File: src/rtl/mdu_pkg.sv
// mdu_pkg: opcode encodings, FSM state type and opcode-class helpers shared by the
// sequential multiply/divide unit and its bench.
package mdu_pkg;

  localparam logic [2:0] OP_MULT  = 3'd0;
  localparam logic [2:0] OP_MULTU = 3'd1;
  localparam logic [2:0] OP_DIV   = 3'd2;
  localparam logic [2:0] OP_DIVU  = 3'd3;
  localparam logic [2:0] OP_MTHI  = 3'd4;
  localparam logic [2:0] OP_MTLO  = 3'd5;

  typedef enum logic [2:0] {
    IDLE = 3'd0,
    PREP = 3'd1,
    ITER = 3'd2,
    FIX  = 3'd3,
    RESP = 3'd4
  } state_e;

  function automatic logic op_is_mul(input logic [2:0] o);
    return (o == OP_MULT) || (o == OP_MULTU);
  endfunction

  function automatic logic op_is_div(input logic [2:0] o);
    return (o == OP_DIV) || (o == OP_DIVU);
  endfunction

  function automatic logic op_is_signed(input logic [2:0] o);
    return (o == OP_MULT) || (o == OP_DIV);
  endfunction

endpackage

File: src/rtl/mdu_addsub.sv
// mdu_addsub: (W+1)-bit adder/subtractor with carry-out, shared by the multiply
// accumulate and the restoring-divide trial subtraction.
module mdu_addsub #(
  parameter int W = 32
) (
  input  logic [W:0] x_i,
  input  logic [W:0] y_i,
  input  logic       sub_i,
  output logic [W:0] sum_o,
  output logic       carry_o
);

  logic [W+1:0] full_s;

  // Subtraction as x + ~y + 1, so carry_o=1 means x >= y.
  assign full_s  = {1'b0, x_i} + {1'b0, (sub_i ? ~y_i : y_i)} + {{(W+1){1'b0}}, sub_i};
  assign sum_o   = full_s[W:0];
  assign carry_o = full_s[W+1];

endmodule

File: src/rtl/mdu_seq.sv
// mdu_seq: iterative MULT/MULTU/DIV/DIVU (one bit per cycle) with architectural HI/LO.
// The divider datapath is built only when MDU_DIV_EN is defined; otherwise DIV/DIVU are illegal.
module mdu_seq
  import mdu_pkg::*;
#(
  parameter int W = 32
) (
  input  logic         clk,
  input  logic         rst_n,
  input  logic         in_valid,
  output logic         in_ready,
  input  logic [2:0]   op,
  input  logic [W-1:0] a,
  input  logic [W-1:0] b,
  input  logic         flush,
  output logic         busy,
  output logic         done,
  output logic         err,
  output logic [W-1:0] hi,
  output logic [W-1:0] lo
);

  localparam int            CW       = $clog2(W) + 1;
  localparam logic [CW-1:0] CNT_LOAD = CW'(W);

  state_e         state_q, state_d;
  logic [2:0]     op_q, op_d;
  logic [W-1:0]   a_q, a_d, b_q, b_d, mc_q, mc_d;
  logic [W-1:0]   hi_q, hi_d, lo_q, lo_d;
  logic [2*W-1:0] work_q, work_d;
  logic [CW-1:0]  cnt_q, cnt_d;
  logic           neg_q, neg_d;
  logic           done_q, done_d, err_q, err_d;
`ifdef MDU_DIV_EN
  logic           rneg_q, rneg_d;
`endif

  logic           accept_s;
  logic [W-1:0]   abs_a_s, abs_b_s, work_hi_s, work_lo_s;
  logic [W:0]     add_x_s, add_y_s, add_sum_s;
  logic           add_sub_s, add_carry_s;
  logic [2*W-1:0] mul_step_s, mul_fix_s;

  function automatic logic starts_iter(input logic [2:0] o);
`ifdef MDU_DIV_EN
    return op_is_mul(o) || op_is_div(o);
`else
    return op_is_mul(o);
`endif
  endfunction

  assign accept_s  = in_valid && (state_q == IDLE) && !flush;
  assign work_hi_s = work_q[2*W-1:W];
  assign work_lo_s = work_q[W-1:0];
  assign abs_a_s   = (op_is_signed(op_q) && a_q[W-1]) ? -a_q : a_q;
  assign abs_b_s   = (op_is_signed(op_q) && b_q[W-1]) ? -b_q : b_q;

  // Divide feeds the shifted partial remainder; multiply feeds the high product half.
`ifdef MDU_DIV_EN
  assign add_sub_s = op_is_div(op_q);
  assign add_x_s   = add_sub_s ? {work_hi_s, work_lo_s[W-1]} : {1'b0, work_hi_s};
`else
  assign add_sub_s = 1'b0;
  assign add_x_s   = {1'b0, work_hi_s};
`endif
  assign add_y_s   = {1'b0, mc_q};

  mdu_addsub #(.W(W)) u_addsub (
    .x_i     (add_x_s),
    .y_i     (add_y_s),
    .sub_i   (add_sub_s),
    .sum_o   (add_sum_s),
    .carry_o (add_carry_s)
  );

  // Carry-out is always zero for the zero-extended multiply add; OR-ing it is harmless.
  assign mul_step_s = work_lo_s[0]
                    ? {add_carry_s | add_sum_s[W], add_sum_s[W-1:0], work_lo_s[W-1:1]}
                    : {1'b0, work_q[2*W-1:1]};
  assign mul_fix_s  = neg_q ? ({(2*W){1'b0}} - work_q) : work_q;

  // Next-state, datapath and HI/LO update logic.
  always_comb begin
    state_d = state_q;
    op_d    = op_q;
    a_d     = a_q;
    b_d     = b_q;
    mc_d    = mc_q;
    work_d  = work_q;
    cnt_d   = cnt_q;
    neg_d   = neg_q;
    hi_d    = hi_q;
    lo_d    = lo_q;
    done_d  = 1'b0;
    err_d   = 1'b0;
`ifdef MDU_DIV_EN
    rneg_d  = rneg_q;
`endif
    if (flush && (state_q != IDLE)) begin
      state_d = IDLE;
    end else begin
      case (state_q)
        IDLE: begin
          if (accept_s) begin
            op_d = op;
            a_d  = a;
            b_d  = b;
            if (starts_iter(op)) begin
              state_d = PREP;
            end else begin
              state_d = RESP;
              done_d  = 1'b1;
              if (op == OP_MTHI) begin
                hi_d = a;
              end else if (op == OP_MTLO) begin
                lo_d = a;
              end else begin
                err_d = 1'b1;
              end
            end
          end else begin
            state_d = IDLE;
          end
        end
        PREP: begin
          state_d = ITER;
          cnt_d   = CNT_LOAD;
          neg_d   = op_is_signed(op_q) && (a_q[W-1] ^ b_q[W-1]);
`ifdef MDU_DIV_EN
          rneg_d  = op_is_signed(op_q) && a_q[W-1];
          if (op_is_div(op_q)) begin
            mc_d   = abs_b_s;
            work_d = {{W{1'b0}}, abs_a_s};
          end else begin
            mc_d   = abs_a_s;
            work_d = {{W{1'b0}}, abs_b_s};
          end
`else
          mc_d    = abs_a_s;
          work_d  = {{W{1'b0}}, abs_b_s};
`endif
        end
        ITER: begin
          cnt_d = cnt_q - CW'(1);
          if (cnt_q == CW'(1)) begin
            state_d = FIX;
          end else begin
            state_d = ITER;
          end
`ifdef MDU_DIV_EN
          if (op_is_div(op_q)) begin
            if (add_carry_s) begin
              work_d = {add_sum_s[W-1:0], work_lo_s[W-2:0], 1'b1};
            end else begin
              work_d = {work_q[2*W-2:0], 1'b0};
            end
          end else begin
            work_d = mul_step_s;
          end
`else
          work_d = mul_step_s;
`endif
        end
        FIX: begin
          state_d = RESP;
          done_d  = 1'b1;
`ifdef MDU_DIV_EN
          if (op_is_div(op_q)) begin
            if (b_q == {W{1'b0}}) begin
              lo_d  = {W{1'b1}};
              hi_d  = a_q;
              err_d = 1'b1;
            end else begin
              lo_d = neg_q ? -work_lo_s : work_lo_s;
              hi_d = rneg_q ? -work_hi_s : work_hi_s;
            end
          end else begin
            {hi_d, lo_d} = mul_fix_s;
          end
`else
          {hi_d, lo_d} = mul_fix_s;
`endif
        end
        RESP: begin
          state_d = IDLE;
        end
        default: begin
          state_d = IDLE;
        end
      endcase
    end
  end

  // State and datapath registers with synchronous active-low reset.
  always_ff @(posedge clk) begin
    if (!rst_n) begin
      state_q <= IDLE;
      op_q    <= 3'd0;
      a_q     <= {W{1'b0}};
      b_q     <= {W{1'b0}};
      mc_q    <= {W{1'b0}};
      work_q  <= {(2*W){1'b0}};
      cnt_q   <= {CW{1'b0}};
      neg_q   <= 1'b0;
      hi_q    <= {W{1'b0}};
      lo_q    <= {W{1'b0}};
      done_q  <= 1'b0;
      err_q   <= 1'b0;
`ifdef MDU_DIV_EN
      rneg_q  <= 1'b0;
`endif
    end else begin
      state_q <= state_d;
      op_q    <= op_d;
      a_q     <= a_d;
      b_q     <= b_d;
      mc_q    <= mc_d;
      work_q  <= work_d;
      cnt_q   <= cnt_d;
      neg_q   <= neg_d;
      hi_q    <= hi_d;
      lo_q    <= lo_d;
      done_q  <= done_d;
      err_q   <= err_d;
`ifdef MDU_DIV_EN
      rneg_q  <= rneg_d;
`endif
    end
  end

  assign hi       = hi_q;
  assign lo       = lo_q;
  assign done     = done_q;
  assign err      = err_q;
  assign busy     = (state_q != IDLE);
  assign in_ready = (state_q == IDLE);

endmodule

File: config.mk
export PLATFORM = sky130hd
export DESIGN_NAME = mdu_seq
export DESIGN_NICKNAME = d
export VERILOG_FILES = /design/src/rtl/mdu_pkg.sv /design/src/rtl/mdu_addsub.sv /design/src/rtl/mdu_seq.sv
export SDC_FILE = /design/constraint.sdc
export NUM_CORES = 1
export LEC_CHECK = 0
export CORE_ASPECT_RATIO = 1.5
export CORE_MARGIN = 5
export CORE_UTILIZATION = 30
export DETAILED_ROUTE_END_ITERATION = 6
export PLACE_DENSITY = 0.48
export SYNTH_ARGS = -nofsm -noshare
export SYNTH_HDL_FRONTEND = slang
export SYNTH_HIERARCHICAL = 1
export SYNTH_SLANG_ARGS = --single-unit
File: constraint.sdc
create_clock -name clk -period 3.45 [get_ports clk]
set_input_delay 0.345 -clock clk [delete_from_list [all_inputs] [get_ports clk]]
set_output_delay 0.345 -clock clk [all_outputs]
set_load 0.05 [all_outputs]
Word-level counts from Yosys, hierarchy flattened
Cells that the tools add are included.
{"block": "word_totals", "ff_bits": 239, "latch_bits": 0, "ramBits": 0, "mem_bits_ro": 0, "in_bits": 71, "output_inout_bits": 68, "mem_count": 0}
{"block": "op_classes", "addsub": 5, "n_mul": 0, "div_mod_pow": 0, "magnitude_cmp": 0, "n_eq_ne": 13, "shifts": 0, "mux": 23, "bitwise": 6, "reduce_logical": 22}
{"cell": "two-way mux 32 bit", "n": 9}
{"cell": "two-way mux 64 bit", "n": 2}
{"cell": "case mux 32 bit (2 select lines)", "n": 2}
{"cell": "case mux 64 bit (2 select lines)", "n": 1}
{"cell": "negation 32 bit", "n": 2}
{"cell": "subtractor 1 x 64 -> 64 bit, first input constant", "n": 1}
{"cell": "adder 32 x 32 -> 33 bit", "n": 1}
{"cell": "case mux 3 bit (4 select lines)", "n": 1}
{"cell": "case mux 6 bit (2 select lines)", "n": 1}
{"cell": "== test 3 x 2 -> 1 bit, second input constant", "n": 3}
{"cell": "logical NOT 3 bit", "n": 3}
{"cell": "== test 3 x 1 -> 1 bit, second input constant", "n": 2}
{"cell": "== test 3 bit, second input constant", "n": 2}
{"cell": "== test 6 x 1 -> 1 bit, second input constant", "n": 1}
{"cell": "logical AND 1 bit", "n": 6}
{"cell": "two-way mux 3 bit", "n": 2}
{"cell": "inequality test 2 x 1 -> 1 bit, second input constant", "n": 3}
{"cell": "AND reduction 6 bit", "n": 1}
{"cell": "OR reduction 6 bit", "n": 1}
{"cell": "subtractor 6 x 1 -> 6 bit, second input constant", "n": 1}
{"cell": "AND reduction 5 bit", "n": 1}
{"cell": "two-way mux 1 bit", "n": 4}
{"cell": "inequality test 2 bit, second input constant", "n": 2}
{"cell": "NOT 1 bit", "n": 4}
{"cell": "10 further kinds", "n": 13}

Longest topological paths before layout
{"block": "logic_depth", "depth_word": 6, "depth_mapped": 14, "depth_no_buf": 12}

Modules after synthesis
The synthesis kept the hierarchy.
{"module": "mdu_seq", "instances": 1, "cells_per_inst": 1635, "area_each_um2": 12758.5, "seq_area_each_um2": 4764.6}
{"module": "mdu_addsub", "instances": 1, "cells_per_inst": 322, "area_each_um2": 2338.5, "seq_area_each_um2": 0.0}

Worst setup path before layout
No wires, ideal clock.
{"block": "synth_path", "path_type": "reg-to-reg", "from": "register mc_q[0]", "to": "register work_q[57]", "setup_ns": 0.128, "arrival_ns": 2.879, "required_time_ns": 3.322, "setup_slack_ns": 0.443, "path_stages_with_launch": 13, "n_path_buf": 0, "synth_period_minus_slack_ns": 3.007, "path_cell_list": "dfxtp_1 -> mux2i_1 -> inv_1 -> fa_1 -> a211oi_2 -> o21ai_1 -> a41o_2 -> o211ai_1 -> or4b_1 -> xor2_1 -> mux2_2 -> a22oi_1 -> nor2_1"}
{"block": "synth_between", "elab_chain_cells": 3}
{"element": "start, declared", "line_no": "mdu_seq.sv:28", "rtl": "logic [W-1:0] a_q, a_d, b_q, b_d, mc_q, mc_d;"}
{"element": "start signal, assigned", "line_no": "mdu_seq.sv:201", "rtl": "mc_q <= {W{1'b0}};"}
{"element": "start signal, assigned", "line_no": "mdu_seq.sv:217", "rtl": "mc_q <= mc_d;"}
{"element": "adder 32 x 32 -> 33 bit", "line_no": "mdu_addsub.sv:16", "rtl": "assign full_s = {1'b0, x_i} + {1'b0, (sub_i ? ~y_i : y_i)} + {{(W+1){1'b0}}, sub_i};"}
{"element": "net add_sum_s[26]", "line_no": "mdu_seq.sv:40", "rtl": "logic [W:0] add_x_s, add_y_s, add_sum_s;"}
{"element": "two-way mux 64 bit", "line_no": "mdu_seq.sv:78", "rtl": "? {add_carry_s | add_sum_s[W], add_sum_s[W-1:0], work_lo_s[W-1:1]}"}
{"element": "case mux 64 bit (2 select lines)", "line_no": "mdu_seq.sv:102", "rtl": "case (state_q)"}
{"element": "end signal, assigned", "line_no": "mdu_seq.sv:202", "rtl": "work_q <= {(2*W){1'b0}};"}
{"element": "end signal, assigned", "line_no": "mdu_seq.sv:218", "rtl": "work_q <= work_d;"}
{"element": "end, declared", "line_no": "mdu_seq.sv:30", "rtl": "logic [2*W-1:0] work_q, work_d;"}
The timed path passes the listed nets, and every way through them passes these cells.
A chain may end at the register's enable or synchronous reset.

Final worst setup path
Same ends and word-level chain as after synthesis.

==> flow_metrics.tcl <==
set metrics [dict create \
    start_kind "flip-flop" \
    dpl.hpwl_um 48000 \
    rsz0062_at_grt "no" \
    r2r-end "work_q[57]" \
    syn-mean-instance-area_um2 7.71 \
    crit_path_end_kind "flip-flop" \
    syn_inst 1957 \
    fin_area_um2 18200 \
    grt_max_degree 118 \
    multiInputGateArea_um2 9600 \
    synth.ff_latch_count 238 \
    r2r-start "mc_q[0]" \
    routed_wl_um 62700 \
    peakVddDrop_mv 0.305 \
    reg2reg_depth 12 \
    setup_violations 0 \
    design.core.area_um2 49800 \
    clockBufferDepth 3 \
    cp_max_fo 4 \
    drive_gt1_share_pct 10.3 \
    clockRootBuffer "clkbuf_16" \
    grt_pass1_wl_um 93100 \
    finalCritPeriodShare_pct 94.2 \
    finish.net_count 2149 \
    cp.arrival_ns 3.70 \
    die-height_um 285 \
    yosysSeqAreaShare_pct 31.6 \
    die_w_um 193 \
    reg2reg_slack_ns 0.20 \
    clock_sinks 238 \
    slew_headroom_pct 42.6 \
    cap_violations 0 \
    hold_path_end "b_q[0]" \
    postCtsSetupRepairBufs 0 \
    total_power_w 0.00693 \
    die_area_um2 55000 \
    drv_slew 0 \
    n_antenna_cell 0 \
    leakage_nw 6.83 \
    antenna_found_initial 0 \
    viasPerCell 5.56 \
    status "complete, no violations" \
    grt_pass1_vias 14763 \
    cts_tree "yes" \
    final_common_cell "nand2_1" \
    hold_path.class "input port to flip-flop" \
    synth_edf_count 0 \
    rows 100 \
    critPathLaunch "mc_q[0]" \
    min_delay_path_depth 3 \
    crit_type "flip-flop to flip-flop" \
    wl_per_cell_um 23.0 \
    cts_buffers 28 \
    drc 0 \
    fmax_mhz 308 \
    clock-skew-final_ns 0.0247 \
    setup_tns_ns 0 \
    async_reset_ff_share_pct 0 \
    grt_overflow 0 \
    hold_slack_ns 0.322 \
    cts_hold_buf 0 \
    period_needed_ns 3.25 \
    syn_area_um2 15100 \
    register_area_um2 4770 \
    synth_cell_types 100 \
    dr.first_iter.drc_count 1061 \
    min_from "b[0]" \
    grt_usage_pct 22.0 \
    ios 139 \
    vias 15141 \
    synth_warnings 6 \
    syn_to_final_growth_pct 20.6 \
    drt-pass1-iter-count 5 \
    hold_violations 0 \
    fill_cells 5357 \
    cts_resized 0 \
    tightest_slew_ns 0.854 \
    clk_pin_slew_ns 0.06 \
    htree_levels 1 \
    place_congestion 0.911 \
    power_density_nw_per_um2 381 \
    start_util_pct 30.3 \
    ant_nets 0 \
    io_buffer_count 138 \
    ys.flop_type "dfxtp_1" \
    final_util_pct 36.6 \
    clk_latency_ns 0.58 \
    worstPathRequired_ns 3.90 \
    dpl_cell_area_um2 17300 \
    layout_common_cells "nand2_1, dfxtp_1, a21oi_1, nor2_1, clkdlybuf4s50_1" \
]
worst max-delay path, stage by stage (launching register included):
cell	delay [ns]
dfxtp_1	0.34
mux2i_1	0.26
inv_1	0.09
fa_1	0.44
a211oi_2	0.29
o21ai_1	0.14
a41o_2	0.33
o211ai_1	0.16
or4b_1	0.47
xor2_1	0.16
mux2_2	0.27
a22oi_1	0.15
nor2_1	0.05
kinds of logic after synthesis:
family,share of synthesized area [%]
simple gates,22.1
flops,31.6
xor+xnor,9.28
buf+inv,5.05
compound gates,25.7
other cells,0.0248
fa+ha+maj,3.20
mux,3.05
per-layer routing:
| layer | track usage (%) | up-vias | routed length (µm) |
|---|---|---|---|
| li1 | - | 7291 | - |
| met1 | 25.4 | 7249 | 24000 |
| met2 | 39.1 | 469 | 31700 |
| met3 | 2.42 | 132 | 2830 |
| met4 | 12.2 | 0 | 4120 |
| met5 | 0 | - | 0 |
where the power goes:
part | internal (W) | switching (W) | leakage, nW
Sequential | 0.00281 | 0.0000752 | 1.93
Clock | 0.00176 | 0.00126 | 0.447
Combinational | 0.000371 | 0.000656 | 4.45
sequential cells by signal (all words and copies together), names as in the netlist:
name	cells
work_q	64
op_q	2
lo	32
state_q	3
cnt_q	6
err	1
a_q	32
b_q	32
hi	32
neg_q	1
mc_q	32
done	1
per-stage QoR:
stage	std cells	worst slack [ns]
CTS	2723	0.246
detailed placement	2673	0.249
finish	2723	0.201
global placement	2673	0.246
floorplan	1959	0.443
global route	2723	0.0438
synthesized netlist by cell type, drive strengths merged (10+ instances only):
cell type / count / area (µm²)
nand3: 67 / 340
o41ai: 18 / 195
buf: 32 / 178
inv: 22 / 82.6
ha: 37 / 463
nor3: 55 / 280
nor2: 179 / 674
a31oi: 28 / 190
nor4: 27 / 218
dfxtp: 238 / 4760
o211ai: 43 / 323
a21o: 13 / 101
nand4: 19 / 131
mux2i: 10 / 100
and2: 15 / 98.9
xnor2: 59 / 517
or4: 17 / 146
o21ai: 106 / 534
clkbuf: 131 / 502
mux2: 32 / 360
a21oi: 211 / 1070
a211oi: 36 / 275
nand2: 249 / 935
a22oi: 32 / 240
xor2: 101 / 885
or3: 27 / 169
o31ai: 30 / 244
worst max path at each step:
stage          slack, ns  cells after the start    endpoint
2_1_floorplan       0.44                     12  work_q[57]
3_3_place_gp        0.25                     12  work_q[57]
3_5_place_dp        0.25                     12  work_q[57]
4_1_cts             0.25                     12  work_q[57]
5_1_grt             0.04                     12  work_q[57]
6_report            0.20                     12  work_q[57]
area by class of cell:
cell class | count | area share, %
flip-flops and latches | 238 | 26.2
multi-input cells | 1536 | 52.7
clock buffers | 44 | 4.68
repair buffers | 214 | 11.0
clock inverters | 6 | 0.357
well taps | 663 | 4.56
inverters | 22 | 0.467
(Power assumes the default switching activity.)
